`src/rtl/rational_reduce_pkg.sv`:
```
// rational_reduce_pkg: shared width default and sizing helper for the
// rational_reduce block (controller, interface and divider step).
package rational_reduce_pkg;

  // Default operand / result width.
  localparam int RR_N = 8;

  // Step-counter width: enough to hold N-1, never narrower than one bit.
  function automatic int rr_cnt_w(input int n);
    return (n > 1) ? $clog2(n) : 1;
  endfunction

endpackage

```
`src/rtl/rational_reduce_if.sv`:
```
// rational_reduce_if: valid/ready sync channel of rational_reduce.
//   in_valid/in_ready   : input handshake for the triple in0 (g), in1 (a), in2 (b)
//   out_valid/out_ready : output handshake for out0 (a/g), out1 (b/g), out2 (exact)
// master = upstream/downstream side, slave = the reducer itself.
interface rational_reduce_if import rational_reduce_pkg::*; #(
  parameter int N = RR_N
);
  logic         in_valid;
  logic         in_ready;
  logic         out_valid;
  logic         out_ready;
  logic [N-1:0] in0;
  logic [N-1:0] in1;
  logic [N-1:0] in2;
  logic [N-1:0] out0;
  logic [N-1:0] out1;
  logic         out2;

  modport master (
    output in_valid, in0, in1, in2, out_ready,
    input  in_ready, out_valid, out0, out1, out2
  );

  modport slave (
    input  in_valid, in0, in1, in2, out_ready,
    output in_ready, out_valid, out0, out1, out2
  );
endinterface

```
`src/rtl/rational_reduce_udiv_step.sv`:
```
// udiv_step: one combinational restoring-division step.
//   r       in  N+1  partial remainder
//   dvd_msb in  1    dividend bit shifted in this step
//   g       in  N    divisor
//   r_nxt   out N+1  updated remainder
//   q       out 1    quotient bit produced by this step
module udiv_step import rational_reduce_pkg::*; #(
  parameter int N = RR_N
) (
  input  logic [N:0]   r,
  input  logic         dvd_msb,
  input  logic [N-1:0] g,
  output logic [N:0]   r_nxt,
  output logic         q
);
  logic [N:0] r_sh;
  // The remainder is always < g, so its top bit is zero and drops out of the shift.
  logic       unused_r_top;

  assign unused_r_top = r[N];
  assign r_sh         = {r[N-1:0], dvd_msb};
  assign q            = (r_sh >= {1'b0, g});
  assign r_nxt        = q ? (r_sh - {1'b0, g}) : r_sh;
endmodule

```
`src/rtl/rational_reduce.sv`:
```
// rational_reduce: reduces (a, b) by their gcd g into (a/g, b/g) plus an
// exactness flag, using two bit-serial restoring dividers on one controller.
//   clk  in  clock
//   nrst in  asynchronous active-low reset
//   bus  slave modport of rational_reduce_if (in0=g, in1=a, in2=b;
//        out0=a/g, out1=b/g, out2=both remainders zero)
module rational_reduce import rational_reduce_pkg::*; #(
  parameter int N = RR_N
) (
  input  logic             clk,
  input  logic             nrst,
  rational_reduce_if.slave bus
);
  typedef enum logic [1:0] {IDLE = 2'd0, DIV = 2'd1, DONE = 2'd2} state_t;

  localparam int CW = rr_cnt_w(N);

  state_t            state;
  logic [CW-1:0]     cnt;
  logic [N-1:0]      g_q;
  logic              g_zero;
  logic              in_ready_q;
  logic              out_valid_q;
  logic              exact_q;
  // Per lane the dividend register doubles as the quotient register:
  // dividend bits leave at the top while quotient bits enter at the bottom.
  logic [1:0][N-1:0] dvd_q;
  logic [1:0][N-1:0] dvd_in;
  logic [1:0][N:0]   rem_q;
  logic [1:0][N:0]   rem_nxt;
  logic [1:0]        qbit;

  assign dvd_in[0] = bus.in1;
  assign dvd_in[1] = bus.in2;

  generate
    for (genvar i = 0; i < 2; i++) begin : g_lane
      udiv_step #(.N(N)) u_step (
        .r       (rem_q[i]),
        .dvd_msb (dvd_q[i][N-1]),
        .g       (g_q),
        .r_nxt   (rem_nxt[i]),
        .q       (qbit[i])
      );
    end
  endgenerate

  always_ff @(posedge clk or negedge nrst) begin
    if (!nrst) begin
      state       <= IDLE;
      cnt         <= '0;
      g_q         <= '0;
      g_zero      <= 1'b0;
      in_ready_q  <= 1'b1;
      out_valid_q <= 1'b0;
      exact_q     <= 1'b0;
      dvd_q       <= '0;
      rem_q       <= '0;
    end else begin
      case (state)
        IDLE: begin
          if (bus.in_valid) begin
            g_q        <= bus.in0;
            g_zero     <= (bus.in0 == '0);
            rem_q      <= '0;
            in_ready_q <= 1'b0;
            state      <= DIV;
            for (int i = 0; i < 2; i++)
              dvd_q[i] <= (bus.in0 == '0) ? '0 : dvd_in[i];
            // A zero divisor spends a single bookkeeping cycle in DIV with
            // the datapath frozen, giving its one-cycle result latency.
            cnt <= (bus.in0 == '0) ? '0 : CW'(N - 1);
          end
        end
        DIV: begin
          if (!g_zero) begin
            for (int i = 0; i < 2; i++) begin
              rem_q[i] <= rem_nxt[i];
              dvd_q[i] <= {dvd_q[i][N-2:0], qbit[i]};
            end
          end
          if (cnt == '0) begin
            state       <= DONE;
            out_valid_q <= 1'b1;
            exact_q     <= g_zero || (rem_nxt == '0);
          end else begin
            cnt <= cnt - 1'b1;
          end
        end
        DONE: begin
          if (bus.out_ready) begin
            state       <= IDLE;
            out_valid_q <= 1'b0;
            in_ready_q  <= 1'b1;
          end
        end
        default: begin
          state       <= IDLE;
          out_valid_q <= 1'b0;
          in_ready_q  <= 1'b1;
        end
      endcase
    end
  end

  assign bus.in_ready  = in_ready_q;
  assign bus.out_valid = out_valid_q;
  assign bus.out0      = dvd_q[0];
  assign bus.out1      = dvd_q[1];
  assign bus.out2      = exact_q;
endmodule

```
`src/flat_wrapper.sv`:
```
// flat-port wrapper written by rule: the top's interface ports become plain ports
module rational_reduce_flat import rational_reduce_pkg::*;
#(
  parameter int N = RR_N
)
  (clk, nrst, bus_in_valid, bus_in0, bus_in1, bus_in2, bus_out_ready, bus_in_ready, bus_out_valid, bus_out0, bus_out1, bus_out2);
  rational_reduce_if #(.N(N)) bus_i ();
  input  logic clk;
  input  logic nrst;
  input wire logic [$bits(bus_i.in_valid)-1:0] bus_in_valid;
  input wire logic [$bits(bus_i.in0)-1:0] bus_in0;
  input wire logic [$bits(bus_i.in1)-1:0] bus_in1;
  input wire logic [$bits(bus_i.in2)-1:0] bus_in2;
  input wire logic [$bits(bus_i.out_ready)-1:0] bus_out_ready;
  output wire logic [$bits(bus_i.in_ready)-1:0] bus_in_ready;
  output wire logic [$bits(bus_i.out_valid)-1:0] bus_out_valid;
  output wire logic [$bits(bus_i.out0)-1:0] bus_out0;
  output wire logic [$bits(bus_i.out1)-1:0] bus_out1;
  output wire logic [$bits(bus_i.out2)-1:0] bus_out2;
  assign bus_i.in_valid = bus_in_valid;
  assign bus_i.in0 = bus_in0;
  assign bus_i.in1 = bus_in1;
  assign bus_i.in2 = bus_in2;
  assign bus_i.out_ready = bus_out_ready;
  assign bus_in_ready = bus_i.in_ready;
  assign bus_out_valid = bus_i.out_valid;
  assign bus_out0 = bus_i.out0;
  assign bus_out1 = bus_i.out1;
  assign bus_out2 = bus_i.out2;
  rational_reduce #(.N(N)) u_core (.clk(clk), .nrst(nrst), .bus(bus_i));
endmodule
```
`config.mk`:
```
export PLATFORM = sky130hd
export DESIGN_NAME = rational_reduce_flat
export DESIGN_NICKNAME = d
export VERILOG_FILES = /design/src/rtl/rational_reduce_pkg.sv /design/src/rtl/rational_reduce_if.sv /design/src/rtl/rational_reduce_udiv_step.sv /design/src/rtl/rational_reduce.sv /design/src/flat_wrapper.sv
export SDC_FILE = /design/constraint.sdc
export NUM_CORES = 1
export LEC_CHECK = 0
export ABC_AREA = 1
export ABC_CLOCK_PERIOD_IN_PS = 2350
export CAP_MARGIN = 30
export CELL_PAD_IN_SITES_DETAIL_PLACEMENT = 0
export CELL_PAD_IN_SITES_GLOBAL_PLACEMENT = 1
export CORE_MARGIN = 5
export CORE_UTILIZATION = 40
export DETAILED_ROUTE_END_ITERATION = 10
export PLACE_DENSITY = 0.8
export SKIP_CTS_REPAIR_TIMING = 1
export SYNTH_ARGS = -nofsm -noshare
export SYNTH_HDL_FRONTEND = slang
export SYNTH_HIERARCHICAL = 1
export SYNTH_SLANG_ARGS = --single-unit
```
`constraint.sdc`:
```
create_clock -name clk -period 2.35 [get_ports clk]
set_clock_uncertainty 0.15 [all_clocks]
set_input_delay 0.47 -clock clk [delete_from_list [all_inputs] [get_ports clk]]
set_output_delay 0.47 -clock clk [all_outputs]
set_load 0.005 [all_outputs]
```
==> results.tsv, run 1 <==
metric	value	unit
run_status	finished clean	
cts.clk_slew.worst_paths	0.10	ns
synthesized_area	3680	sq um
dieHeight	106	microns
num_vias	3576	
dp.cells	712	
timing.critical_path.slowest_cell_delay	0.43	ns
floorplan.initialDensity	0.404	
route.top_layer_used	met4	
layout_worst_path_cycle_share	0.970	
timing.final.max_slew_violations	0	
regToRegStartpoint	u_core/g_q[6]$_DFFE_PN0P_	
synth_nets	601	
die_area	11200	sq um
grt_max_degree	38	
met2WireLength	4.73	mm
critical_path_cell_count	14	
crit_fanout	5	
tightest_slew	0.431	ns
hpwl	7.73	mm
cp_num_buf_inv	3	
max_slew_margin	0.711	
drt_pre_antenna_iters	4	
maxCapViolCount	0	
grt_antenna_before_repair	0	
worst_setup_path_start_kind	register	
critical-path-top-delay-family	simple AND/OR/NAND/NOR gates	
vias_in_the_first_global_route	3464	
wire_length_of_the_first_global_routing_pass	16.5	mm
cts.path.max_buffers	2	
crit_path_time_final	2.28	ns
final_common_cell	nand2_1	
tritoncts_clock_tree	done	
syn-mean-instance-area	6.66	sq um
globalplace.congestion	0.882	
cp_cell_sequence	inv_1, ha_4, nand2_1, nand2_2, a21oi_4, nand4_4, buf_6, nand2_1, nand2_1, inv_1, nand2_1, nor2_1, nand3_1, a21oi_1	
critical_path.endpoint_type	register	
synthesis.instances	553	
io_buffers	46	
critical_path_start	u_core/g_q[6]$_DFFE_PN0P_	
route.detailed.drc	0	
fin_cells	730	
cts.sink_count	49	
critical_path.most_common_cell	nand2_1	
finalHoldViolCount	0	
cts_buffers	5	
timing.critical_path.to	u_core/bus.out2$_DFFE_PN0P_	
rsz0062_at_grt	yes	
detail-route-antenna-nets	0	
max_clock_freq	439	MHz
wire_per_inst	13.8	microns
core	9110	sq um
root_buffer	clkbuf_8	
gr-usage-all-layers	0.181	
worst_path_max_delay_cell	dfrtp_1	
htree_levels	2	
worst-setup-path-type	reg2reg	
flow.area_growth_from_synthesis	28.0	%
top_level_ports	47	
antenna_cells	0	
hold_path.class	reg2reg	
finalNetCount	666	
yosys_warnings	6	
drive_gt1_frac	0.184	
worstRegToRegCells	14	
rows	35	
detailroute.wirelength.met3	509	microns
number_of_vias_per_cell_after_detailed_routing	4.90	
worst-endpoint-arrival	2.36	ns
die_x	106	microns
cp.required	2.43	ns
timing.reg2reg.setup_slack	0.07	ns
setup_viol	0	
rr_endpoint	u_core/bus.out2$_DFFE_PN0P_	
detail_route.iter0.violations	163	
grt_overflow	0	
layout.cells.most_common_list	162 x nand2_1, 88 x inv_1, 69 x nor2_1, 46 x dfrtp_1, 45 x clkdlybuf4s50_1	
routed_wirelength	10.1	mm
drt-met1-wl	4.74	mm
clkLatencyLatePin	0.31	ns
how the worst min path moves through the flow:
stage	from	to	slack, ns	cells past startpoint
finish	u_core/cnt[1]$_DFFE_PN0P_	u_core/cnt[1]$_DFFE_PN0P_	0.35	2
CTS	nrst	u_core/cnt[1]$_DFFE_PN0P_	-0.07	1
floorplan	nrst	u_core/bus.out0[0]$_DFFE_PN0P_	0.02	0
global route	u_core/bus.in_ready$_DFFE_PN1P_	u_core/bus.in_ready$_DFFE_PN1P_	0.39	2
global placement	nrst	u_core/cnt[1]$_DFFE_PN0P_	0.28	1
detailed placement	nrst	u_core/cnt[1]$_DFFE_PN0P_	0.28	1
tightest hold or removal path: stages (launching register included):
cell and delay, ns:
dfrtp_1 0.35, nand2_1 0.06, nand2_1 0.06
cell type report:
cell class	count	area, sq um
timing repair buffer	66	612
sequential	49	1230
clock buffer	6	82.6
tap	111	139
multi-input combinational	395	2250
inverter	101	382
clock inverter	2	13.8
fill	929	4400
through the flow:
step | TNS [ns] | util | hold WS [ns] | instance area (sq um) | worst slack [ns]
global placement | -0.0133 | 0.473 | 0.276 | 4310 | -0.0133
CTS | -0.0414 | 0.484 | -0.0688 | 4410 | -0.0414
finish | 0 | 0.517 | 0.345 | 4710 | 0.0716
detailed placement | -0.0328 | 0.473 | 0.278 | 4310 | -0.0328
floorplan | 0 | - | 0.0244 | 3680 | 0.252
global route | -0.0285 | 0.517 | 0.389 | 4710 | -0.0285
state kept, by name (all words and copies together) (netlist names):
signal	cells
u_core/bus.out2	1
u_core/bus.out_valid	1
u_core/bus.in_ready	1
u_core/cnt	3
u_core/state	2
u_core/bus.out1	8
u_core/g_q	8
u_core/g_zero	1
u_core/bus.out0	8
u_core/rem_q	16
routing by layer:
metal / track usage / vias up
met2: 0.295 / 93
li1: - / 1828
met3: 0.0346 / 10
met5: 0 / -
met1: 0.248 / 1645
met4: 0.0472 / 0
Power of run 1 is left out: the tool's default activity adds up to more than one toggle a clock period on the data nets, which glitch-free logic cannot reach.
==> inputs of run 2 (changes only) <==
--- a/config.mk
+++ b/config.mk
@@ -8,12 +8,10 @@
 export ABC_AREA = 1
 export ABC_CLOCK_PERIOD_IN_PS = 2350
 export CAP_MARGIN = 30
-export CELL_PAD_IN_SITES_DETAIL_PLACEMENT = 0
-export CELL_PAD_IN_SITES_GLOBAL_PLACEMENT = 1
 export CORE_MARGIN = 5
-export CORE_UTILIZATION = 40
+export CORE_UTILIZATION = 53
 export DETAILED_ROUTE_END_ITERATION = 10
-export PLACE_DENSITY = 0.8
+export PLACE_DENSITY = 0.76
 export SKIP_CTS_REPAIR_TIMING = 1
 export SYNTH_ARGS = -nofsm -noshare
 export SYNTH_HDL_FRONTEND = slang
==> results.tsv, run 2 (synthesis gave the netlist of run 1 again) <==
metric	value	unit	change
run_status	complete, but fails checks		
violations	hold timing, setup timing		
n_fill_cell	578		-38%
hpwl	7.20	mm	-6.9%
root_buffer	clkbuf_8		
core	6790	sq um	-25%
drt_pre_antenna_iters	5		+1
gr-usage-all-layers	0.223		+0.0414
die_x	93.4	microns	-12%
regToRegStartpoint	u_core/g_q[1]$_DFFE_PN0P_		
layout_setup_ws	-0.0318	ns	-0.103 ns
number_of_vias_per_cell_after_detailed_routing	5.14		+5.0%
grt_antenna_before_repair	0		unchanged
vias_in_the_first_global_route	3585		+3.5%
timing.reg2reg.setup_slack	-0.03	ns	-0.10 ns
worst-endpoint-arrival	2.45	ns	+0.09 ns
largest_register_ffs	16		unchanged
detail_route.iter0.violations	297		+82%
max_slew_margin	0.645		-0.0665
antenna_cells	0		unchanged
crit_path_time_final	2.38	ns	+0.103 ns
tightest_slew	0.533	ns	+0.102 ns
worst_setup_path_start_kind	register		
crit_fanout	8		+3
htree_levels	2		unchanged
detail-route-antenna-nets	0		unchanged
worst-setup-path-type	reg2reg		
layout.cells.most_common_list	169 x nand2_1, 93 x inv_1, 70 x nor2_1, 46 x dfrtp_1, 45 x clkdlybuf4s50_1		
wire_per_inst	13.7	microns	-0.63%
rsz0062_at_grt	yes		
timing.final.max_slew_violations	0		unchanged
rr_endpoint	u_core/bus.out2$_DFFE_PN0P_		
cts.path.max_buffers	2		unchanged
io_buffers	46		unchanged
fin_worst_hold_slack	-0.0105	ns	-0.356 ns
hold_path.class	in2async		
cts.sink_count	49		unchanged
globalplace.congestion	0.900		+2.0%
flow.area_growth_from_synthesis	25.6	%	
cts.clk_slew.worst_paths	0.10	ns	about the same
cp.required	2.42	ns	about the same
critical_path.endpoint_type	register		
die_area	8710	sq um	-22%
floorplan.initialDensity	0.542		+0.138
maxCapViolCount	0		unchanged
tritoncts_clock_tree	done		
grt_overflow	0		unchanged
final_common_cell	nand2_1		
critical_path_start	u_core/g_q[1]$_DFFE_PN0P_		
rows	30		-14%
cts_buffers	5		unchanged
pre_cts_ws	-0.0496	ns	-0.0169 ns
largest_register	u_core/rem_q		
grt_max_degree	38		unchanged
worstRegToRegCells	14		unchanged
layout_worst_path_cycle_share	1.01		+0.0440
wire_length_of_the_first_global_routing_pass	15.8	mm	-3.9%
route.detailed.drc	0		unchanged
timing.critical_path.to	u_core/bus.out2$_DFFE_PN0P_		
dieHeight	93.4	microns	-12%
max_clock_freq	420	MHz	-4.3%
clkLatencyLatePin	0.30	ns	about the same
num_vias	3667		+2.5%
finalHoldViolCount	18		+18
drive_gt1_frac	0.154		-0.0302
top_level_ports	47		unchanged
routed_wirelength	9.80	mm	-2.9%
finalNetCount	664		-0.30%
setup_viol	1		+1
## run 2: cell count changes in the layout (fill, tap and decap cells not counted), moves of 2 or more
cell     delta
a21oi_2     -2
ha_1        +2
ha_4        -2
inv_1       +5
inv_2       -5
nand2_1     +7
nand2_2     -8
nand3_1     +2
nand3_2     -2
## run 2: worst max-delay path, cell delays in order (launching register included)
cell,delay [ns]
dfrtp_2,0.44
inv_1,0.06
ha_1,0.30
nand2_1,0.09
nor2_2,0.06
a21oi_4,0.31
nand2_8,0.11
buf_6,0.14
nand2_2,0.05
nand2_2,0.05
nor2_2,0.11
nand2_1,0.06
nor2_1,0.11
nand3_1,0.08
a21oi_1,0.16
## run 2: final cells by class
type | count | area, sq um | area share
clock inverters | 3 | 22.5 | 0.00487
clock buffers | 5 | 68.8 | 0.0149
multi-input cells | 393 | 2170 | 0.470
flip-flops and latches | 49 | 1230 | 0.266
well taps | 96 | 120 | 0.0260
repair buffers | 66 | 626 | 0.135
inverters | 101 | 382 | 0.0825
## run 2: worst min path at each step
stage                                    startpoint                              to  slack [ns]  depth (start not counted)
after floorplan                                nrst  u_core/bus.out0[0]$_DFFE_PN0P_        0.02                          0
after global placement    u_core/cnt[1]$_DFFE_PN0P_       u_core/cnt[1]$_DFFE_PN0P_        0.31                          2
after detailed placement                       nrst     u_core/rem_q[4]$_DFFE_PN0P_        0.32                          1
after CTS                                      nrst  u_core/bus.out1[0]$_DFFE_PN0P_       -0.01                          1
after global routing                           nrst       u_core/g_q[3]$_DFFE_PN0P_       0.002                          1
final                                          nrst    u_core/rem_q[11]$_DFFE_PN0P_       -0.01                          1
## run 2: stage by stage
stage / TNS, ns / cell area [sq um] / instances / util
floorplan: 0 / 3680 / 553 / -
global placement: -0.0134 / 4300 / 697 / 0.633
detailed placement: -0.0496 / 4300 / 697 / 0.633
finish: -0.0318 / 4620 / 713 / 0.680
global route: -0.201 / 4620 / 713 / 0.680
CTS: -0.0608 / 4390 / 705 / 0.647
## run 2: metal layers
| layer | vias to the layer above | GRT usage | wire [microns] |
|---|---|---|---|
| li1 | 1819 | - | - |
| met1 | 1677 | 0.282 | 4180 |
| met2 | 149 | 0.384 | 4750 |
| met3 | 22 | 0.0426 | 635 |
| met4 | 0 | 0.0635 | 241 |
| met5 | - | 0 | 0 |
Power of run 2 is left out for the same reason.
